`src/rtl/counter_ctrl.sv`:
```
`default_nettype none
// ============================================================================
//  Module      : counter_ctrl
//  Description : Button front-end for a bin_counter. Synchronises and
//                debounces the clear, load and run/stop push-buttons, then
//                turns each accepted press into a one-cycle command pulse
//                (syn_clr, load with captured switch data) or a toggle of
//                the count enable. Can optionally stop at terminal count.
//  Revision    : 1.0 - initial release
// ============================================================================
module counter_ctrl #(
    parameter int DB_N      = 19,
    parameter int W         = 16,
    parameter bit AUTO_STOP = 1'b1
) (
    input  logic         clk,
    input  logic         reset_n,
    input  logic         btn_clr,
    input  logic         btn_load,
    input  logic         btn_run,
    input  logic [W-1:0] sw,
    input  logic         max_tick,
    output logic         syn_clr,
    output logic         load,
    output logic         en,
    output logic [W-1:0] d,
    output logic         running
);

    // Button lane indices shared by the synchroniser and debounce arrays.
    localparam int c_NUM_BTN  = 3;
    localparam int c_IDX_CLR  = 0;
    localparam int c_IDX_LOAD = 1;
    localparam int c_IDX_RUN  = 2;

    localparam logic [DB_N-1:0] c_TICK_ONE = {{(DB_N-1){1'b0}}, 1'b1};

    // Debounce states: W1_x count tick edges while the input looks high,
    // W0_x count tick edges while it looks low after an accepted press.
    typedef enum logic [2:0] {
        ST_ZERO = 3'd0,
        ST_W1_1 = 3'd1,
        ST_W1_2 = 3'd2,
        ST_W1_3 = 3'd3,
        ST_ONE  = 3'd4,
        ST_W0_1 = 3'd5,
        ST_W0_2 = 3'd6,
        ST_W0_3 = 3'd7
    } db_state_t;

    logic [c_NUM_BTN-1:0] w_btn_raw;
    logic [c_NUM_BTN-1:0] r_sync_meta;
    logic [c_NUM_BTN-1:0] r_sync;
    logic [DB_N-1:0]      r_tick_cnt;
    logic                 w_tick;
    logic [c_NUM_BTN-1:0] w_press;

    logic                 r_syn_clr;
    logic                 r_load;
    logic                 r_en;
    logic [W-1:0]         r_d;

    logic                 w_clr_cmd;
    logic                 w_load_cmd;
    logic                 w_run_cmd;
    logic                 w_auto_stop;

    assign w_btn_raw[c_IDX_CLR]  = btn_clr;
    assign w_btn_raw[c_IDX_LOAD] = btn_load;
    assign w_btn_raw[c_IDX_RUN]  = btn_run;

    // Two-flop synchroniser for the asynchronous button inputs.
    always_ff @(posedge clk or negedge reset_n) begin
        if (!reset_n) begin
            r_sync_meta <= '0;
            r_sync      <= '0;
        end else begin
            r_sync_meta <= w_btn_raw;
            r_sync      <= r_sync_meta;
        end
    end

    // Free-running tick counter; the tick is the all-ones count, then it wraps.
    always_ff @(posedge clk or negedge reset_n) begin
        if (!reset_n) begin
            r_tick_cnt <= '0;
        end else begin
            r_tick_cnt <= r_tick_cnt + c_TICK_ONE;
        end
    end

    assign w_tick = &r_tick_cnt;

    // One debounce FSM and rising-edge detector per button.
    generate
        for (genvar gi = 0; gi < c_NUM_BTN; gi++) begin : g_db
            db_state_t r_state;
            logic      r_db;
            logic      r_db_q;
            logic      w_sync;

            assign w_sync = r_sync[gi];

            // Debounce FSM; r_db is the registered debounced level and is
            // only changed on the two transitions that cross ZERO/ONE.
            always_ff @(posedge clk or negedge reset_n) begin
                if (!reset_n) begin
                    r_state <= ST_ZERO;
                    r_db    <= 1'b0;
                end else begin
                    case (r_state)
                        ST_ZERO: begin
                            if (w_sync) begin
                                r_state <= ST_W1_1;
                            end
                        end
                        ST_W1_1: begin
                            if (!w_sync) begin
                                r_state <= ST_ZERO;
                            end else if (w_tick) begin
                                r_state <= ST_W1_2;
                            end
                        end
                        ST_W1_2: begin
                            if (!w_sync) begin
                                r_state <= ST_ZERO;
                            end else if (w_tick) begin
                                r_state <= ST_W1_3;
                            end
                        end
                        ST_W1_3: begin
                            if (!w_sync) begin
                                r_state <= ST_ZERO;
                            end else if (w_tick) begin
                                r_state <= ST_ONE;
                                r_db    <= 1'b1;
                            end
                        end
                        ST_ONE: begin
                            if (!w_sync) begin
                                r_state <= ST_W0_1;
                            end
                        end
                        ST_W0_1: begin
                            if (w_sync) begin
                                r_state <= ST_ONE;
                            end else if (w_tick) begin
                                r_state <= ST_W0_2;
                            end
                        end
                        ST_W0_2: begin
                            if (w_sync) begin
                                r_state <= ST_ONE;
                            end else if (w_tick) begin
                                r_state <= ST_W0_3;
                            end
                        end
                        ST_W0_3: begin
                            if (w_sync) begin
                                r_state <= ST_ONE;
                            end else if (w_tick) begin
                                r_state <= ST_ZERO;
                                r_db    <= 1'b0;
                            end
                        end
                        default: begin
                            r_state <= ST_ZERO;
                            r_db    <= 1'b0;
                        end
                    endcase
                end
            end

            // Delayed copy of the debounced level for press detection.
            always_ff @(posedge clk or negedge reset_n) begin
                if (!reset_n) begin
                    r_db_q <= 1'b0;
                end else begin
                    r_db_q <= r_db;
                end
            end

            // One-cycle pulse on each accepted press; release is ignored.
            assign w_press[gi] = r_db & ~r_db_q;
        end
    endgenerate

    // Clear wins over load; run toggling is independent of both.
    assign w_clr_cmd   = w_press[c_IDX_CLR];
    assign w_load_cmd  = w_press[c_IDX_LOAD] & ~w_press[c_IDX_CLR];
    assign w_run_cmd   = w_press[c_IDX_RUN];
    assign w_auto_stop = AUTO_STOP & r_en & max_tick;

    // Registered command outputs to the counter.
    always_ff @(posedge clk or negedge reset_n) begin
        if (!reset_n) begin
            r_syn_clr <= 1'b0;
            r_load    <= 1'b0;
            r_en      <= 1'b0;
            r_d       <= '0;
        end else begin
            r_syn_clr <= w_clr_cmd;
            r_load    <= w_load_cmd;
            if (w_load_cmd) begin
                r_d <= sw;
            end
            // Terminal-count stop overrides a coincident run toggle.
            if (w_auto_stop) begin
                r_en <= 1'b0;
            end else if (w_run_cmd) begin
                r_en <= ~r_en;
            end
        end
    end

    assign syn_clr = r_syn_clr;
    assign load    = r_load;
    assign en      = r_en;
    assign running = r_en;
    assign d       = r_d;

endmodule
`default_nettype wire

```
`config.mk`:
```
export PLATFORM = sky130hd
export DESIGN_NAME = counter_ctrl
export DESIGN_NICKNAME = d
export VERILOG_FILES = /design/src/rtl/counter_ctrl.sv
export SDC_FILE = /design/constraint.sdc
export NUM_CORES = 1
export LEC_CHECK = 0
export BUFFER_PORTS_ARGS = -buffer_cell sky130_fd_sc_hd__buf_2
export CAP_MARGIN = 15
export CORE_ASPECT_RATIO = 1.75
export CORE_UTILIZATION = 40
export CTS_CLUSTER_SIZE = 24
export DETAILED_ROUTE_END_ITERATION = 7
export PLACE_DENSITY = 0.68
export RECOVER_POWER = 50
export SYNTH_ARGS = -nofsm -noshare
export SYNTH_HDL_FRONTEND = slang
export SYNTH_SLANG_ARGS = --single-unit
```
`constraint.sdc`:
```
create_clock -name clk -period 1.6 [get_ports clk]
set_input_delay 0.16 -clock clk [delete_from_list [all_inputs] [get_ports clk]]
set_output_delay 0.16 -clock clk [all_outputs]
set_load 0.05 [all_outputs]
```
Yosys cells after proc, flatten, opt, wreduce, memory -nomap -nowiden
Index checks and enable logic that the tools add are counted.
{ "word_totals": {"elab_cells": 144, "out_inout_bits": 20, "ff_bits": 59, "input_bits": 22} }
{ "op_classes": {"muxes": 46, "n_eq_ne": 57, "addsub": 1, "n_bitwise": 10, "n_reduce_logical": 14} }
{ "op_table": {"columns": ["op", "count"], "rows": [
  ["2-to-1 mux 3 bit", 30],
  ["one-hot mux 3 bit (8 select lines)", 3],
  ["inequality test 3 bit, second input constant", 18],
  ["equality test 3 bit, second input constant", 12],
  ["inequality test 2 bit, second input constant", 18],
  ["AND reduction 8 bit", 3],
  ["adder 19 x 1 -> 19 bit, second input constant", 1],
  ["AND reduction 19 bit", 1],
  ["equality test 3 x 2 -> 1 bit, second input constant", 6],
  ["AND reduction 5 bit", 3],
  ["2-to-1 mux 1 bit", 10],
  ["equality test 3 x 1 -> 1 bit, second input constant", 3],
  ["logical NOT 3 bit", 3],
  ["nonzero test 2 bit", 4],
  ["one-hot mux 1 bit (2 select lines)", 3],
  ["AND 1 bit", 5],
  ["inverter 1 bit", 5]
]} }

Logic depth before layout (Yosys ltp)
{ "logic_depth": {"depth_word": 4, "mapped_depth": 6, "depth_no_buf": 5} }

Least setup slack after synthesis
No wires, ideal clock.
{ "synth_path": {"path_kind": "reg-to-reg", "from": "register r_tick_cnt[0]", "to": "register g_db[1].r_state[2]", "n_path_buf": 1, "t_arrival_ns": 1.635, "required_ns": 1.472, "path_stages_with_launch": 7, "period_less_slack_ns": 1.763, "setup_slack_ns": -0.163, "setup_ns": 0.128, "path_cell_list": "dfrtp_1 > ha_1 > nand3_2 > or3_1 > buf_6 > nor2_1 > mux2_1"} }
{ "synth_between": {"elab_chain_len": 3, "word_cells_on_any_way": 8, "cone_classes": "eq/ne (6); reduce/logical (2)"} }
{ "synth_rtl": {"columns": ["item", "line", "source"], "rows": [
  ["start: declaration", "54", "logic [DB_N-1:0] r_tick_cnt;"],
  ["start signal: assignment", "88", "r_tick_cnt <= r_tick_cnt + c_TICK_ONE;"],
  ["AND reduction 19 bit (*)", "92", "assign w_tick = &r_tick_cnt;"],
  ["inequality test 3 bit (no source line)", null, null],
  ["AND reduction 8 bit (no source line) (*)", null, null],
  ["end signal: assignment", "108", "r_state <= ST_ZERO;"],
  ["end signal: assignment", "114", "r_state <= ST_W1_1;"],
  ["end signal: assignment", "119", "r_state <= ST_ZERO;"],
  ["end: declaration", "97", "db_state_t r_state;"]
]} }
Mark *: on every way between the ends. The rest lies on a longest branch, timed or not.
A chain may end at the register's enable or synchronous reset.

Worst setup path after layout
{ "layout_path": {"from": "register r_tick_cnt[1]", "to": "register g_db[1].r_state[2]"} }
Same word-level chain as after synthesis.

==> results_dict.tcl <==
set metrics [dict create \
    status "complete, no violations" \
    power.density_nw_per_um2 856 \
    p_total_mw 2.70 \
    p_leak_nw 1.61 \
    cts_tree "built" \
    syn_to_final_growth_pct 30.6 \
    clkTransAtPathRegs_ns 0.06 \
    fmax_mhz 636 \
    relSlewSlack 0.490 \
    fp.dieH_microns 105 \
    grt_overflow 0 \
    syn-num-nets 206 \
    synth_seq_cells 59 \
    portBuffers 41 \
    period_share 0.982 \
    syn_inst 183 \
    drt-total-wl_microns 3910 \
    fin_crit_ns 1.57 \
    route.detailed.drc 0 \
    cp_num_buf_inv 0 \
    highest_layer "met4" \
    required_ns 1.82 \
    rsz0062_at_grt "yes" \
    cp-start-kind "flop" \
    cp-end-kind "flop" \
    ir_worst_vdd_mv 0.484 \
    vias 1657 \
    fillers 526 \
    crit_type "reg -> reg" \
    io_pins 42 \
    synth_area_sq_um 2410 \
    fin_ws_ns 0.0289 \
    cp.arrival_ns 1.79 \
    nets 283 \
    crit_family "simple AND/OR/NAND/NOR gates" \
    place_ws_ns -0.0591 \
    synthDistinctLibCells 34 \
    first_pass_iters 6 \
    slew_viol_final 0 \
    cpMaxStageDelayCell "or3_4" \
    ant_nets 0 \
    swShare 0.213 \
    avgRoutedWirePerCell_microns 11.4 \
    clock_latency_ns 0.33 \
    placementRows 37 \
    cts.sinks 59 \
    tightest_slew_ns 0.765 \
    wl_met3_microns 171 \
    die-area_sq_um 6350 \
    grt_pass1_vias 1676 \
    diodes 0 \
    met2_length_microns 2030 \
    p_int_mw 2.12 \
    die_width_microns 60.7 \
    pwr-share-comb 0.027 \
    grt_max_degree 60 \
    grt_usage 0.151 \
    core_sq_um 5830 \
    start_util 0.413 \
    clk_path_buf_depth 2 \
    numCtsBuffers 9 \
    slowest_delay_ns 0.44 \
    crit_fanout 7 \
    path_cells "ha_4, nand3_4, or3_4, nor2_4, mux2_4" \
    cts_root_buffer "clkbuf_8" \
    via_per_inst 4.85 \
    p_seq_frac 0.561 \
    place.gp.congestion 0.768 \
    drive_gt1_frac 0.420 \
    hp-class "in -> reg" \
    wl_met1_microns 1610 \
    avgSynthCellArea_sq_um 13.2 \
    seq_area_frac_synth 0.612 \
    antenna_found_initial 0 \
    dpl.hpwl_microns 2780 \
    power_switching_mw 0.573 \
    fin_skew_ns 0.00887 \
    drtIter0Drc 41 \
    p_clk_frac 0.412 \
    ctsHtreeMaxLevel 3 \
    setup_violations 0 \
    ys.warnings.count 0 \
    hold_viol 0 \
    max_cap_viol_count 0 \
    grt_pass1_wl_microns 6960 \
]
registers in the layout, summed over array words and instances (netlist names):
register      flops
d                16
en                1
g_db.r_db         3
g_db.r_db_q       3
g_db.r_state      9
load              1
r_sync            3
r_sync_meta       3
r_tick_cnt       19
syn_clr           1
final cells by class:
type	instances	area, sq um	share of cell area
Clock buffer	12	145	0.0461
Sequential cell	59	1480	0.469
Tap cell	78	97.6	0.0310
Timing Repair Buffer	71	457	0.145
Inverter	11	41.3	0.0131
Clock inverter	3	15.0	0.00477
Multi-Input combinational cell	108	917	0.291
power groups by stage:
| stage | registers [mW] | clock network (mW) | logic, mW |
|---|---|---|---|
| floorplan | 1.54 | 0 | 0.0114 |
| global placement | 1.54 | 0 | 0.0709 |
| detailed placement | 1.54 | 0 | 0.0730 |
| CTS | 1.51 | 1.15 | 0.0801 |
| global route | 1.51 | 1.24 | 0.0863 |
| finish | 1.51 | 1.11 | 0.0724 |
cells in the mapped netlist:
| library cell | n | area share |
|---|---|---|
| and3_1 | 4 | 0.010 |
| nand3_2 | 1 | 0.0042 |
| buf_4 | 2 | 0.0062 |
| inv_1 | 11 | 0.017 |
| buf_2 | 2 | 0.0042 |
| nor2b_1 | 2 | 0.0052 |
| mux2_2 | 18 | 0.084 |
| a41o_1 | 2 | 0.0083 |
| nor4b_2 | 1 | 0.0062 |
| nor2_1 | 10 | 0.016 |
| nand2_1 | 4 | 0.0062 |
| mux2_1 | 1 | 0.0047 |
| o21ai_0 | 6 | 0.012 |
| nand3b_1 | 2 | 0.0062 |
| a311oi_1 | 5 | 0.018 |
| nand3_1 | 6 | 0.012 |
| nand4_4 | 1 | 0.0088 |
| and2_2 | 1 | 0.0031 |
| nor3_4 | 1 | 0.0067 |
| nor4_1 | 2 | 0.0052 |
| o211ai_1 | 2 | 0.0062 |
| xor2_1 | 8 | 0.029 |
| and2_1 | 2 | 0.0052 |
| or3_1 | 1 | 0.0026 |
| nor3b_2 | 1 | 0.0052 |
| and4_1 | 2 | 0.0073 |
| dfrtp_1 | 59 | 0.61 |
| nor3_1 | 1 | 0.0021 |
| ha_1 | 1 | 0.0052 |
| xnor2_1 | 12 | 0.044 |
| buf_6 | 1 | 0.0047 |
| a211oi_1 | 3 | 0.0093 |
| o31ai_1 | 2 | 0.0062 |
| nand4_1 | 6 | 0.016 |
layer usage:
layer | track usage | vias up
met5 | 0 | -
li1 | - | 799
met4 | 0.0925 | 0
met2 | 0.244 | 43
met1 | 0.164 | 806
met3 | 0.0483 | 9
repair_timing:
item | CTS | global route
endpoints found under the hold margin | 62 | 0
setup endpoints to repair | 1 | 10
setup buffers | 0 | 2
hold buffers | 4 | 0
resized for setup | 2 | 5
pin swaps | 0 | 2
per-stage QoR:
step / hold slack, ns / cells / instance area (sq um) / setup TNS, ns / utilization
final: 0.0615 / 342 / 3150 / 0 / 0.540
after floorplan: -0.136 / 183 / 2450 / -0.0314 / -
after detailed placement: 0.186 / 321 / 2920 / -0.0641 / 0.501
after CTS: 0.0445 / 340 / 3130 / 0 / 0.536
after global routing: 0.0480 / 342 / 3150 / -0.241 / 0.540
after global placement: 0.186 / 321 / 2920 / -0.0203 / 0.501
cell families (layout without fill, tap and decap cells):
| group | after synthesis | after routing | synth area share |
|---|---|---|---|
| XOR/XNOR | 20 | 20 | 0.0727 |
| AO/OA/AOI/OAI | 20 | 20 | 0.0607 |
| flip-flops | 59 | 59 | 0.612 |
| multiplexers | 19 | 19 | 0.0887 |
| buffers and inverters | 16 | 97 | 0.0322 |
| adder cells (fa/ha/maj) | 1 | 1 | 0.00519 |
| AND/OR/NAND/NOR | 48 | 48 | 0.128 |
final timing paths:
check / cells past startpoint / slack, ns / start / to
max: 5 / 0.03 / r_tick_cnt[1] / g_db[1].r_state[2]
max reg2reg: 5 / 0.03 / r_tick_cnt[1] / g_db[1].r_state[2]
min: 2 / 0.06 / sw[3] / d[3]
min in group asynchronous: 3 / 0.54 / reset_n / r_sync_meta[1]
min reg2reg: 0 / 0.35 / r_sync_meta[2] / r_sync[2]
max in group asynchronous: 3 / 0.55 / reset_n / d[13]
cell usage in the layout (no fill, tap or decap), types with 2 or more instances in the layout:
cell and instances:
dlygate4sd3_1 4, inv_1 11, o21ai_0 6, clkbuf_1 2
nand3b_1 2, a211oi_1 3, clkbuf_8 10, o211ai_1 2
o31ai_1 2, nor2b_1 2, nand3_1 5, nor2_1 9
mux2_2 18, a311oi_1 5, xor2_1 8, and3_1 3
a41o_1 2, buf_2 41, buf_4 23, nand4_1 6
nor4_1 2, and2_1 2, clkinv_2 3, nand2_1 4
dfrtp_1 59, xnor2_1 12
Note: power is estimated with default switching activity, not from simulation.
